`config.mk`:
```
export PLATFORM = sky130hd
export DESIGN_NAME = fpu_div_seq
export DESIGN_NICKNAME = d
export VERILOG_FILES = /design/src/rtl/fpu_pkg.sv /design/src/rtl/fpu_round_rne.sv /design/src/rtl/fpu_div_seq.sv
export SDC_FILE = /design/constraint.sdc
export NUM_CORES = 1
export LEC_CHECK = 0
export ABC_AREA = 0
export CAP_MARGIN = 10
export CORE_UTILIZATION = 62
export DETAILED_ROUTE_END_ITERATION = 6
export PLACE_DENSITY = 0.95
export SLEW_MARGIN = 5
export SYNTH_ARGS = -nofsm -noshare
export SYNTH_HDL_FRONTEND = slang
export SYNTH_SLANG_ARGS = --single-unit
```
`constraint.sdc`:
```
create_clock -name CLK -period 7.6 [get_ports CLK]
set_input_delay 0.76 -clock CLK [delete_from_list [all_inputs] [get_ports CLK]]
set_output_delay 0.76 -clock CLK [all_outputs]
set_load 0.005 [all_outputs]
```
`src/rtl/fpu_pkg.sv`:
```
// Shared FPU definitions: divider FSM states, binary32 constants,
// exception-flag bit positions and field-extract helpers.
package fpu_pkg;

  // Quotient bits produced per divide: 1 integer + 23 fraction + guard + round.
  localparam int ITERS = 26;
  localparam int CNT_W = $clog2(ITERS);

  localparam logic [31:0] FP_QNAN = 32'h7FC0_0000;
  localparam int          FP_BIAS = 127;

  // Bit positions inside the {NV,DZ,OF,UF,NX} flag vector.
  localparam int FLAG_NV = 4;
  localparam int FLAG_DZ = 3;
  localparam int FLAG_OF = 2;
  localparam int FLAG_UF = 1;
  localparam int FLAG_NX = 0;

  typedef enum logic [1:0] {
    S_IDLE,
    S_CALC,
    S_ROUND,
    S_DONE
  } div_state_t;

  function automatic logic fp_sign(input logic [31:0] x);
    return x[31];
  endfunction

  function automatic logic [7:0] fp_exp(input logic [31:0] x);
    return x[30:23];
  endfunction

  function automatic logic [22:0] fp_frac(input logic [31:0] x);
    return x[22:0];
  endfunction

  function automatic logic fp_is_nan(input logic [31:0] x);
    return (fp_exp(x) == 8'hFF) && (fp_frac(x) != 23'd0);
  endfunction

  function automatic logic fp_is_inf(input logic [31:0] x);
    return (fp_exp(x) == 8'hFF) && (fp_frac(x) == 23'd0);
  endfunction

  // Subnormals are flushed, so any zero exponent counts as zero.
  function automatic logic fp_is_zero(input logic [31:0] x);
    return fp_exp(x) == 8'h00;
  endfunction

endpackage

```
`src/rtl/fpu_round_rne.sv`:
```
// Round-to-nearest-even for a normalised quotient, followed by the
// overflow/underflow range check on the biased exponent.
// With FPU_DIV_FLAGS_EN defined an inexact output is also provided.
module fpu_round_rne (
  input  logic [22:0]       frac,
  input  logic              guard,
  input  logic              rnd,
  input  logic              sticky,
  input  logic signed [9:0] exp_in,
  output logic [22:0]       frac_out,
  output logic [7:0]        exp_out,
  output logic              of,
  output logic              uf
`ifdef FPU_DIV_FLAGS_EN
  ,
  output logic              nx
`endif
);

  logic              round_up;
  logic              carry;
  logic signed [9:0] exp_adj;

  // Guard is the half-ulp bit; ties go to the even fraction.
  assign round_up = guard & (rnd | sticky | frac[0]);

  // A carry out of the fraction means 1.111..1 rounded to 10.000..0:
  // the fraction wraps to zero and the exponent absorbs the carry.
  assign {carry, frac_out} = {1'b0, frac} + 24'(round_up);
  assign exp_adj           = exp_in + 10'(carry);
  assign exp_out           = exp_adj[7:0];

  assign of = exp_adj >= 10'sd255;
  assign uf = exp_adj <= 10'sd0;

`ifdef FPU_DIV_FLAGS_EN
  assign nx = guard | rnd | sticky;
`endif

endmodule

```
`src/rtl/fpu_div_seq.sv`:
```
// Sequential binary32 divider: radix-2 restoring division, one quotient
// bit per cycle, round-to-nearest-even, subnormals flushed to zero.
// Define FPU_DIV_FLAGS_EN to add the registered fflags output.
module fpu_div_seq
  import fpu_pkg::*;
(
  input  logic        CLK,
  input  logic        RST,
  input  logic        start,
  input  logic [31:0] op_a,
  input  logic [31:0] op_b,
  output logic        busy,
  output logic        done,
  output logic [31:0] result
`ifdef FPU_DIV_FLAGS_EN
  ,
  output logic [4:0]  fflags
`endif
);

  div_state_t        state;
  logic [CNT_W-1:0]  cnt;
  logic              sign;
  logic signed [9:0] exp_q;
  logic [24:0]       rem;
  logic [23:0]       divisor;
  // The leading 1 of the quotient shifts out on the last iteration, so
  // 25 bits hold exactly {fraction[22:0], guard, round}.
  logic [24:0]       quo;

  // Operand decode, evaluated while IDLE.
  logic              a_nan, b_nan, a_inf, b_inf, a_zero, b_zero;
  logic              sign_in;
  logic [23:0]       ma, mb;
  logic              a_lt_b;
  logic signed [9:0] exp_raw, exp_init;
  logic [24:0]       rem_init;

  assign a_nan   = fp_is_nan(op_a);
  assign b_nan   = fp_is_nan(op_b);
  assign a_inf   = fp_is_inf(op_a);
  assign b_inf   = fp_is_inf(op_b);
  assign a_zero  = fp_is_zero(op_a);
  assign b_zero  = fp_is_zero(op_b);
  assign sign_in = fp_sign(op_a) ^ fp_sign(op_b);

  assign ma       = {1'b1, fp_frac(op_a)};
  assign mb       = {1'b1, fp_frac(op_b)};
  assign a_lt_b   = ma < mb;
  assign exp_raw  = $signed({2'b00, fp_exp(op_a)}) - $signed({2'b00, fp_exp(op_b)})
                    + 10'(FP_BIAS);
  // Pre-shifting a smaller dividend guarantees the quotient MSB is 1.
  assign exp_init = exp_raw - $signed({9'd0, a_lt_b});
  assign rem_init = a_lt_b ? {ma, 1'b0} : {1'b0, ma};

  // Special-case result, first matching rule wins.
  logic        spec_hit;
  logic [31:0] spec_result;

  // Classify operands into the special-case table or the iterative path.
  always_comb begin
    // NOTE: every always_comb output gets a default first so no path can
    // leave it unassigned and infer a latch.
    spec_hit    = 1'b1;
    spec_result = FP_QNAN;
    if (a_nan || b_nan) begin
      spec_result = FP_QNAN;
    end else if ((a_zero && b_zero) || (a_inf && b_inf)) begin
      spec_result = FP_QNAN;
    end else if (a_inf) begin
      spec_result = {sign_in, 8'hFF, 23'd0};
    end else if (b_inf) begin
      spec_result = {sign_in, 31'd0};
    end else if (b_zero) begin
      spec_result = {sign_in, 8'hFF, 23'd0};
    end else if (a_zero) begin
      spec_result = {sign_in, 31'd0};
    end else begin
      spec_hit = 1'b0;
    end
  end

`ifdef FPU_DIV_FLAGS_EN
  logic       spec_nv, spec_dz;
  logic [4:0] spec_flags;
  assign spec_nv = !(a_nan || b_nan) && ((a_zero && b_zero) || (a_inf && b_inf));
  assign spec_dz = !(a_nan || b_nan) && !spec_nv && !a_inf && !b_inf && b_zero;
  always_comb begin
    spec_flags          = 5'd0;
    spec_flags[FLAG_NV] = spec_nv;
    spec_flags[FLAG_DZ] = spec_dz;
  end
`endif

  // One restoring-division step.
  logic        rem_ge;
  logic [24:0] rem_diff, rem_next;
  assign rem_ge   = rem >= {1'b0, divisor};
  assign rem_diff = rem_ge ? rem - {1'b0, divisor} : rem;
  assign rem_next = rem_diff << 1;

  // Rounding and range check on the finished quotient.
  logic [22:0] rnd_frac;
  logic [7:0]  rnd_exp;
  logic        rnd_of, rnd_uf;
  logic [31:0] norm_result;
`ifdef FPU_DIV_FLAGS_EN
  logic        rnd_nx;
  logic [4:0]  norm_flags;
`endif

  fpu_round_rne u_round (
    .frac     (quo[24:2]),
    .guard    (quo[1]),
    .rnd      (quo[0]),
    .sticky   (rem != 25'd0),
    .exp_in   (exp_q),
    .frac_out (rnd_frac),
    .exp_out  (rnd_exp),
    .of       (rnd_of),
    .uf       (rnd_uf)
`ifdef FPU_DIV_FLAGS_EN
    ,
    .nx       (rnd_nx)
`endif
  );

  // Saturate to signed inf / signed zero when the exponent leaves range.
  always_comb begin
    if (rnd_of)      norm_result = {sign, 8'hFF, 23'd0};
    else if (rnd_uf) norm_result = {sign, 31'd0};
    else             norm_result = {sign, rnd_exp, rnd_frac};
  end

`ifdef FPU_DIV_FLAGS_EN
  always_comb begin
    norm_flags          = 5'd0;
    norm_flags[FLAG_OF] = rnd_of;
    norm_flags[FLAG_UF] = rnd_uf;
    norm_flags[FLAG_NX] = rnd_nx | rnd_of | rnd_uf;
  end
`endif

  // Control FSM with registered busy/done/result and the divide datapath.
  always_ff @(posedge CLK or negedge RST) begin
    if (!RST) begin
      state   <= S_IDLE;
      cnt     <= '0;
      busy    <= 1'b0;
      done    <= 1'b0;
      result  <= 32'd0;
      sign    <= 1'b0;
      exp_q   <= 10'sd0;
      rem     <= 25'd0;
      divisor <= 24'd0;
      quo     <= 25'd0;
`ifdef FPU_DIV_FLAGS_EN
      fflags  <= 5'd0;
`endif
    end else begin
      // NOTE: sequential state uses non-blocking assignments so every
      // register samples pre-edge values regardless of statement order.
      case (state)
        S_IDLE: begin
          if (start) begin
            busy <= 1'b1;
            if (spec_hit) begin
              result <= spec_result;
`ifdef FPU_DIV_FLAGS_EN
              fflags <= spec_flags;
`endif
              done   <= 1'b1;
              state  <= S_DONE;
            end else begin
              sign    <= sign_in;
              exp_q   <= exp_init;
              rem     <= rem_init;
              divisor <= mb;
              quo     <= 25'd0;
              cnt     <= '0;
              state   <= S_CALC;
            end
          end
        end
        S_CALC: begin
          quo <= {quo[23:0], rem_ge};
          rem <= rem_next;
          if (cnt == CNT_W'(ITERS - 1)) begin
            cnt   <= '0;
            state <= S_ROUND;
          end else begin
            cnt <= cnt + 1'b1;
          end
        end
        S_ROUND: begin
          result <= norm_result;
`ifdef FPU_DIV_FLAGS_EN
          fflags <= norm_flags;
`endif
          done   <= 1'b1;
          state  <= S_DONE;
        end
        S_DONE: begin
          done  <= 1'b0;
          busy  <= 1'b0;
          state <= S_IDLE;
        end
        default: state <= S_IDLE;
      endcase
    end
  end

endmodule

```
After elaboration in Yosys (flattened, before gate mapping)
Cells that the tools add are included.
{"block": "classes", "n_lt_le_gt_ge": 4, "bitwise_logic": 5, "mux": 38, "eq_ne": 10, "n_addsub": 7, "n_reduce_logical": 26}
{"cell": "2-to-1 mux 32 bit", "n": 8}
{"cell": "2-to-1 mux 25 bit", "n": 5}
{"cell": "one-hot mux 25 bit (2 select lines)", "n": 2}
{"cell": "one-hot mux 32 bit (2 select lines)", "n": 1}
{"cell": "2-to-1 mux 31 bit", "n": 2}
{"cell": "logical NOT 23 bit", "n": 2}
{"cell": "nonzero test 23 bit", "n": 2}
{"cell": "greater-or-equal comparator 25 x 24 -> 1 bit", "n": 1}
{"cell": "nonzero test 25 bit", "n": 1}
{"cell": "adder 23 x 1 -> 24 bit", "n": 1}
{"cell": "< comparator 24 bit", "n": 1}
{"cell": "2-to-1 mux 24 bit", "n": 1}
{"cell": "subtractor 24 bit", "n": 1}
{"cell": "equality test 8 bit, second input constant", "n": 2}
{"cell": "logical NOT 8 bit", "n": 2}
{"cell": "2-to-1 mux 5 bit", "n": 3}
{"cell": "AND reduction 3 bit", "n": 4}
{"cell": "adder 10 x 1 -> 10 bit", "n": 1}
{"cell": "adder 9 x 8 -> 10 bit, second input constant", "n": 1}
{"cell": "greater-or-equal comparator 10 x 9 -> 1 bit, second input constant", "n": 1}
{"cell": "<= comparator 10 x 1 -> 1 bit, second input constant", "n": 1}
{"cell": "one-hot mux 5 bit (2 select lines)", "n": 1}
{"cell": "subtractor 10 x 2 -> 10 bit", "n": 1}
{"cell": "2-to-1 mux 1 bit", "n": 9}
{"cell": "20 further kinds", "n": 36}
{"block": "totals", "word_cells": 100, "output_inout_bits": 34, "regBits": 126, "input_bits": 67}

Depth between registers and ports, before layout
Gate-level depths: netlist (run 1).
{"block": "depth", "ltp_word": 10, "depth_mapped": 22, "mapped_depth_nobuf": 20}

Modules after synthesis
From an unflattened synthesis (run 1), not the netlist that was laid out.
{"block": "hier_totals", "cells_unflattened": 1131, "hier_area_um2": 9366.5}
{"module": "fpu_div_seq", "cells_per_inst": 1019, "n_inst": 1, "area_per_inst_um2": 8633.3, "seq_area_each_um2": 3153.0}
{"module": "fpu_round_rne", "cells_per_inst": 112, "n_inst": 1, "area_per_inst_um2": 733.2, "seq_area_each_um2": 0.0}

Worst setup path before layout (run 1)
No wires, ideal clock.
{"block": "synth_timing", "path_type": "input -> register", "start": "in op_b[9]", "end": "reg exp_q[9]", "required_time_ns": 7.535, "n_path_buf": 2, "setup_ns": 0.065, "cell_stages": 22, "slack_ns": 3.283, "arrival_time_ns": 4.252, "cell_sequence": "inv_1 ha_1 a211oi_1 o21bai_1 a211oi_1 o21ai_1 o21a_1 nor2_4 inv_2 buf_2 buf_2 ha_1 ha_1 inv_1 fa_1 inv_1 a21oi_1 o21bai_1 a21o_1 a21o_1 a2111oi_0 a21o_1"}
{"block": "synth_between", "elab_chain_cells": 8, "elab_cells_between_ends": 15, "cone_classes": "add/sub (1); order compare (1); mux (4); bitwise (1); reduce/logical (8)"}
{"element": "start, declared", "line_no": "fpu_div_seq.sv:11", "rtl": "input logic [31:0] op_b,"}
{"element": "parallel branches: the longest is 8 deep, another holds < comparator 24 bit"}
{"element": "end signal, assigned", "line_no": "fpu_div_seq.sv:176", "rtl": "exp_q <= exp_init;"}
{"element": "end, declared", "line_no": "fpu_div_seq.sv:24", "rtl": "logic signed [9:0] exp_q;"}
Parallel ways; which one is timed is not known.
A chain may end at the register's enable or synchronous reset.

Final worst setup path (run 1)
Ends and elaborated chain as after synthesis.

==> results of run 1 <==
[routing by layer]
| metal | up-vias | part of all wire | global-route usage |
|---|---|---|---|
| li1 | 3945 | - | - |
| met1 | 3937 | 0.39 | 0.4156 |
| met2 | 428 | 0.48 | 0.5699 |
| met3 | 107 | 0.083 | 0.07631 |
| met4 | 0 | 0.050 | 0.2099 |
| met5 | - | 0 | 0 |
[worst max path at each step]
stage                  startpoint                    end  slack, ns
6_report                  op_b[9]   exp_q[9]$_DFFE_PN0P_       2.73
5_1_grt        quo[2]$_DFFE_PN0P_  result[8]$_DFFE_PN0P_       2.39
4_1_cts                   op_b[9]   exp_q[9]$_DFFE_PN0P_       2.80
3_5_place_dp              op_b[9]   exp_q[9]$_DFFE_PN0P_       2.39
3_3_place_gp              op_b[9]   exp_q[9]$_DFFE_PN0P_       2.68
2_1_floorplan             op_b[9]   exp_q[9]$_DFFE_PN0P_       3.28
[layout by cell type (no fill, tap or decap), drive strengths merged, types with 5 or more instances in the layout]
cell,count
o31ai,9
mux2,5
xor2,23
o221a,5
a21o,19
o41ai,6
clkbuf,20
or3,5
nor2,64
inv,91
a21oi,59
nor4,20
and3,6
nand3,45
o211ai,6
nand2,156
o21ai,93
o21bai,9
nor3,29
ha,71
clkdlybuf4s50,99
or4,5
clkinv,6
buf,7
nor2b,6
a31oi,7
nand4,22
a211oi,21
nand2b,9
mux2i,15
dfrtp,126
xnor2,36
[cell usage after synthesis, drive strengths merged (19+ instances only)]
master	instances	area, sq um
xor2	23	201.4
a211oi	21	162.6
nand3	45	230.2
nor2	64	250.2
inv	88	330.3
ha	71	888.4
a21oi	59	295.3
o21ai	93	473.0
xnor2	36	315.3
dfrtp	126	3153
a21o	19	142.6
nand4	22	137.6
clkbuf	33	123.9
nor3	29	150.1
nand2	156	585.6
nor4	20	125.1
[logic make-up (layout without fill, tap and decap cells)]
group,after synthesis,in the layout
buf+inv,137,227
flops,126,126
fa+ha+maj,74,74
simple gates,381,381
mux,20,20
xor+xnor,59,59
compound gates,271,271
[critical path, stage by stage]
cell and delay (ns):
clkdlybuf4s50_1 0.52, inv_1 0.06, ha_1 0.30, a211oi_1 0.25
o21bai_1 0.12, a211oi_1 0.24, o21ai_1 0.14, o21a_1 0.26
nor2_4 0.25, inv_2 0.27, ha_1 0.30, ha_1 0.21
inv_1 0.08, fa_1 0.21, inv_1 0.05, a21oi_1 0.16
o21bai_1 0.11, a21o_1 0.20, a21o_1 0.19, a2111oi_0 0.41
a21o_1 0.12
[final cells by class]
cell class                 instances  area (sq um)
clock buffer                      20         456.7
clock inverter                    12         111.4
fill                            1010          3430
inverter                          89         334.1
multi-input combinational        805          5235
sequential                       126          3153
tap                              180         225.2
timing repair buffer             106          1044
[through the flow]
| step | cell area [sq um] | util | power (mW) |
|---|---|---|---|
| after global routing | 10560 | 0.7548 | 4.360 |
| after floorplan | 8926 | - | 2.665 |
| after detailed placement | 9991 | 0.7142 | 3.227 |
| final | 10560 | 0.7548 | 4.086 |
| after CTS | 10560 | 0.7548 | 4.030 |
| after global placement | 9991 | 0.7142 | 3.161 |
[state kept, by name, summed over array words and instances, names as in the netlist]
| name | flops |
|---|---|
| state | 2 |
| cnt | 5 |
| result | 32 |
| exp_q | 10 |
| rem | 25 |
| quo | 25 |
| busy | 1 |
| sign | 1 |
| divisor | 24 |
| done | 1 |
[power breakdown]
part           total [mW]  leakage, nW  switching (mW)  internal, mW
combinational        2.27         2.76            1.41         0.860
sequential           1.02         1.58           0.162         0.863
clock               0.789        0.273           0.320         0.468
total                4.09         4.62            1.89          2.19
==> results.toml, run 1 <==
[place]
dp_hpwl_um = 17830
io_buffers = 100
gp_congestion = 0.9953
dp_cells = 1306
post-place-ws_ns = 2.393

[power]
p_per_area_nw_per_um2 = 386.9
power.leakage_nw = 4.619
peakVddDrop_uv = 261.2

[route]
avgViaCountPerCell = 6.291
wl_per_cell_um = 18.19
drtAntennaViolNets = 0
drcViolationCount = 0
drt_pass1_iterations = 5
via_count = 8417
totalWireLength_um = 24340
first_iter_violations = 799

[sta]
grt_setup_unrepaired = "false"
drv_slew = 0
setup_viol = 0
clock_skew_ns = 0.007165
worst_hold_slack_ns = 0.4012
worstMarginPinSlew_ns = 0.8646
layout_setup_ws_ns = 2.731
min_period_ns = 4.869
hold_viol_final = 0
max_slew_margin = 0.4236
finalCritPeriodShare = 0.6407
clock.fmax_mhz = 205.4
setup_tns_ns = 0

[yosys]
ys_async_sr_fraction = 1.000
synth.area.mux_share = 0.02313
synth_xor_area_frac = 0.05789
synth_flop_cell = "dfrtp_1"
synth_seq_cells = 126
ys_warn_count = 0
synth.net_count = 1209
synth_top_family_by_area = "simple AND/OR/NAND/NOR gates"
synth_fa_ha_area_frac = 0.1063
synthSimpleGateAreaFrac = 0.2000
synth_compound_area_frac = 0.1981
syn_avg_cell_area_sq_um = 8.358
synth_cell_types = 73
netlist_instances = 1068
ys_seq_area_frac = 0.3532
synth-edff-count = 0
synthesis.area_sq_um = 8926

[global_routing]
grt_pass1_wl_um = 39850
grt_max_degree = 67
grtUsageTotal = 0.3472
overflow = 0
antenna_found_initial = 0
grt_pass1_vias = 8343

[die]
floorplan.initialDensity = 0.6381
fp.dieW_um = 122.0
rows = 43
core_sq_um = 13990
die-area_sq_um = 14880
dieHeight_um = 122.0
top_level_ports = 101

[cells_and_area]
final_layout_size_suffix_gt1_frac = 0.05440
area_growth_pct = 18.29
antennaDiodeCount = 0
layoutNonFillerInstCount = 1338
final_nets = 1286

[setup_path]
rrSetupSlack_ns = 2.88
worstSetupPathType = "in -> reg"
endpoint_kind = "flop"
rr_worst_depth = 15
critPathArrivalTime_ns = 5.23
rr_endpoint = "result[22]$_DFFE_PN0P_"
timing.rr.start = "quo[2]$_DFFE_PN0P_"
required_ns = 7.96
cp_max_fo = 21
startpoint_type = "primary input"

[status]
status = "finished, final reports clean"

[clocking]
numCtsBuffers = 17
ctsHtreeMaxLevel = 4
clock_path_buffers = 2
insertion_delay_ns = 0.43
clock-sinks = 126
post_cts_buffers = 0
clkSlewWorstSetupHoldPaths_ns = 0.05
holdBufCountCts = 0
tritoncts = "done"
post_cts_resized = 0
root_buffer = "clkbuf_16"

[hold_path]
hold_class = "in -> async"

[job]
maxCapViolCount = 0
Power figures use the tool's default switching activity.
==> inputs of run 2 (changes only) <==
- CORE_UTILIZATION: 62 -> 58
- PLACE_DENSITY: 0.95 -> 0.93
- clock period: 7.6 -> 4.75 ns (I/O delays scaled with it)
==> results.toml, run 2 (same netlist as run 1, synthesis figures left out) <==
[route]
drt_pass1_iterations = 7
first_iter_violations = 987
drtAntennaViolNets = 0
drcViolationCount = 14
avgViaCountPerCell = 6.436
wl_per_cell_um = 18.46
via_count = 8682
totalWireLength_um = 24910

[die]
fp.dieW_um = 126.1
floorplan.initialDensity = 0.6050
core_sq_um = 14750
dieHeight_um = 126.1
rows = 44
top_level_ports = 101
die-area_sq_um = 15890

[clocking]
root_buffer = "clkbuf_16"
clkSlewWorstSetupHoldPaths_ns = 0.06
clock_path_buffers = 2
post_cts_resized = 0
ctsHtreeMaxLevel = 4
holdBufCountCts = 0
clock-sinks = 126
insertion_delay_ns = 0.43
numCtsBuffers = 17
tritoncts = "done"
post_cts_buffers = 0

[cells_and_area]
area_growth_pct = 19.65
multi_input_area_sq_um = 5243
final_common_cell = "nand2_1"
antennaDiodeCount = 0
regArea_sq_um = 3153
final_nets = 1293
fillCellCount = 1062
regMostFlops = "result"
reg.largest.list = "result: 32 flops, quo: 25 flops, rem: 25 flops"
final_layout_size_suffix_gt1_frac = 0.06180
layout_common_cells = "nand2_1 (156), dfrtp_1 (126), clkdlybuf4s50_1 (99)"
largest_reg_flops = 32

[sta]
setup_tns_ns = 0
clock.fmax_mhz = 234.0
min_period_ns = 4.273
max_slew_margin = 0.2907
grt_setup_unrepaired = "false"
clock_skew_ns = 0.007508
worst_hold_slack_ns = 0.1245
hold_viol_final = 0
setup_viol = 0
worstMarginPinSlew_ns = 1.064
drv_slew = 0
finalCritPeriodShare = 0.8995

[status]
status = "finished, violations left"
violations = "DRC"

[global_routing]
grt_pass1_vias = 8363
overflow = 0
grtUsageTotal = 0.3238
grt_pass1_wl_um = 40630
antenna_found_initial = 0
grt_max_degree = 83

[power]
p_per_area_nw_per_um2 = 627.8
power.total_mw = 6.705
peakVddDrop_uv = 410.5
power.leakage_nw = 4.680

[setup_path]
worstSetupPathType = "reg -> reg"
startpoint_type = "flop"
endpoint_kind = "flop"
cp_max_fo = 22
required_ns = 5.05
critPathArrivalTime_ns = 4.57

[hold_path]
hold_class = "in -> async"

[job]
maxCapViolCount = 0

[place]
io_buffers = 100
gp_congestion = 0.9716
dp_hpwl_um = 17670
run 2: cell types whose count changed in the layout (fill, tap and decap cells not counted), moves of 2 or more:
| cell | previous run | this run |
|---|---|---|
| inv_8 | 0 | 3 |
| clkinv_2 | 3 | 0 |
| clkbuf_8 | 2 | 0 |
| inv_6 | 3 | 6 |
| clkinv_4 | 2 | 0 |
| buf_4 | 7 | 14 |
| bufinv_16 | 1 | 3 |
run 2: report_power, final:
| group | internal, mW | switching [mW] |
|---|---|---|
| Combinational | 1.40 | 2.26 |
| Clock | 0.845 | 0.557 |
| Sequential | 1.38 | 0.257 |
run 2: final cells by class:
type                            count  share of cell area
Multi-Input combinational cell    805              0.4909
Clock buffer                       17             0.03983
Tap cell                          184             0.02156
Inverter                           89             0.03128
Clock inverter                     15             0.01863
Timing Repair Buffer              113              0.1026
Sequential cell                   126              0.2952
run 2: critical path, cell delays in order (launching register included):
cell,delay (ns)
dfrtp_1,0.43
and2_1,0.18
nand3_1,0.12
nor2_1,0.27
nand4_1,0.22
or3_1,0.50
nor3_1,0.30
ha_1,0.33
ha_1,0.27
xor2_1,0.12
or4_1,0.50
nor3_1,0.17
a41oi_1,0.25
nand2_1,0.12
buf_4,0.24
o21ai_1,0.12
run 2: final timing paths:
check                      slack [ns]  cells after the start                    start                      end
setup reg to reg                 0.48                     15       quo[2]$_DFFE_PN0P_    result[6]$_DFFE_PN0P_
min in group CLK                 0.47                      2  divisor[23]$_DFFE_PN0P_  divisor[23]$_DFFE_PN0P_
hold / removal                   0.12                      2                      RST   result[18]$_DFFE_PN0P_
setup / recovery                 0.48                     15       quo[2]$_DFFE_PN0P_    result[6]$_DFFE_PN0P_
max in group asynchronous        3.74                      2                      RST   divisor[4]$_DFFE_PN0P_
hold reg to reg                  0.47                      2  divisor[23]$_DFFE_PN0P_  divisor[23]$_DFFE_PN0P_
run 2: layer usage:
layer  share of wire  up-vias  track usage
met2            0.47      493       0.5424
met4           0.049        0       0.1701
met3           0.094      116      0.06585
met1            0.38     4104       0.3942
met5               0        -            0
li1                -     3969            -
run 2: stage by stage:
step                setup WS (ns)  area [sq um]  cells  utilization
finish                     0.4774         10680   1349       0.7239
global route               0.1030         10680   1349       0.7239
CTS                        0.5187         10670   1349       0.7234
detailed placement         0.4280         10050   1317       0.6811
global placement           0.5381         10050   1317       0.6811
floorplan                  0.7180          8926   1068            -
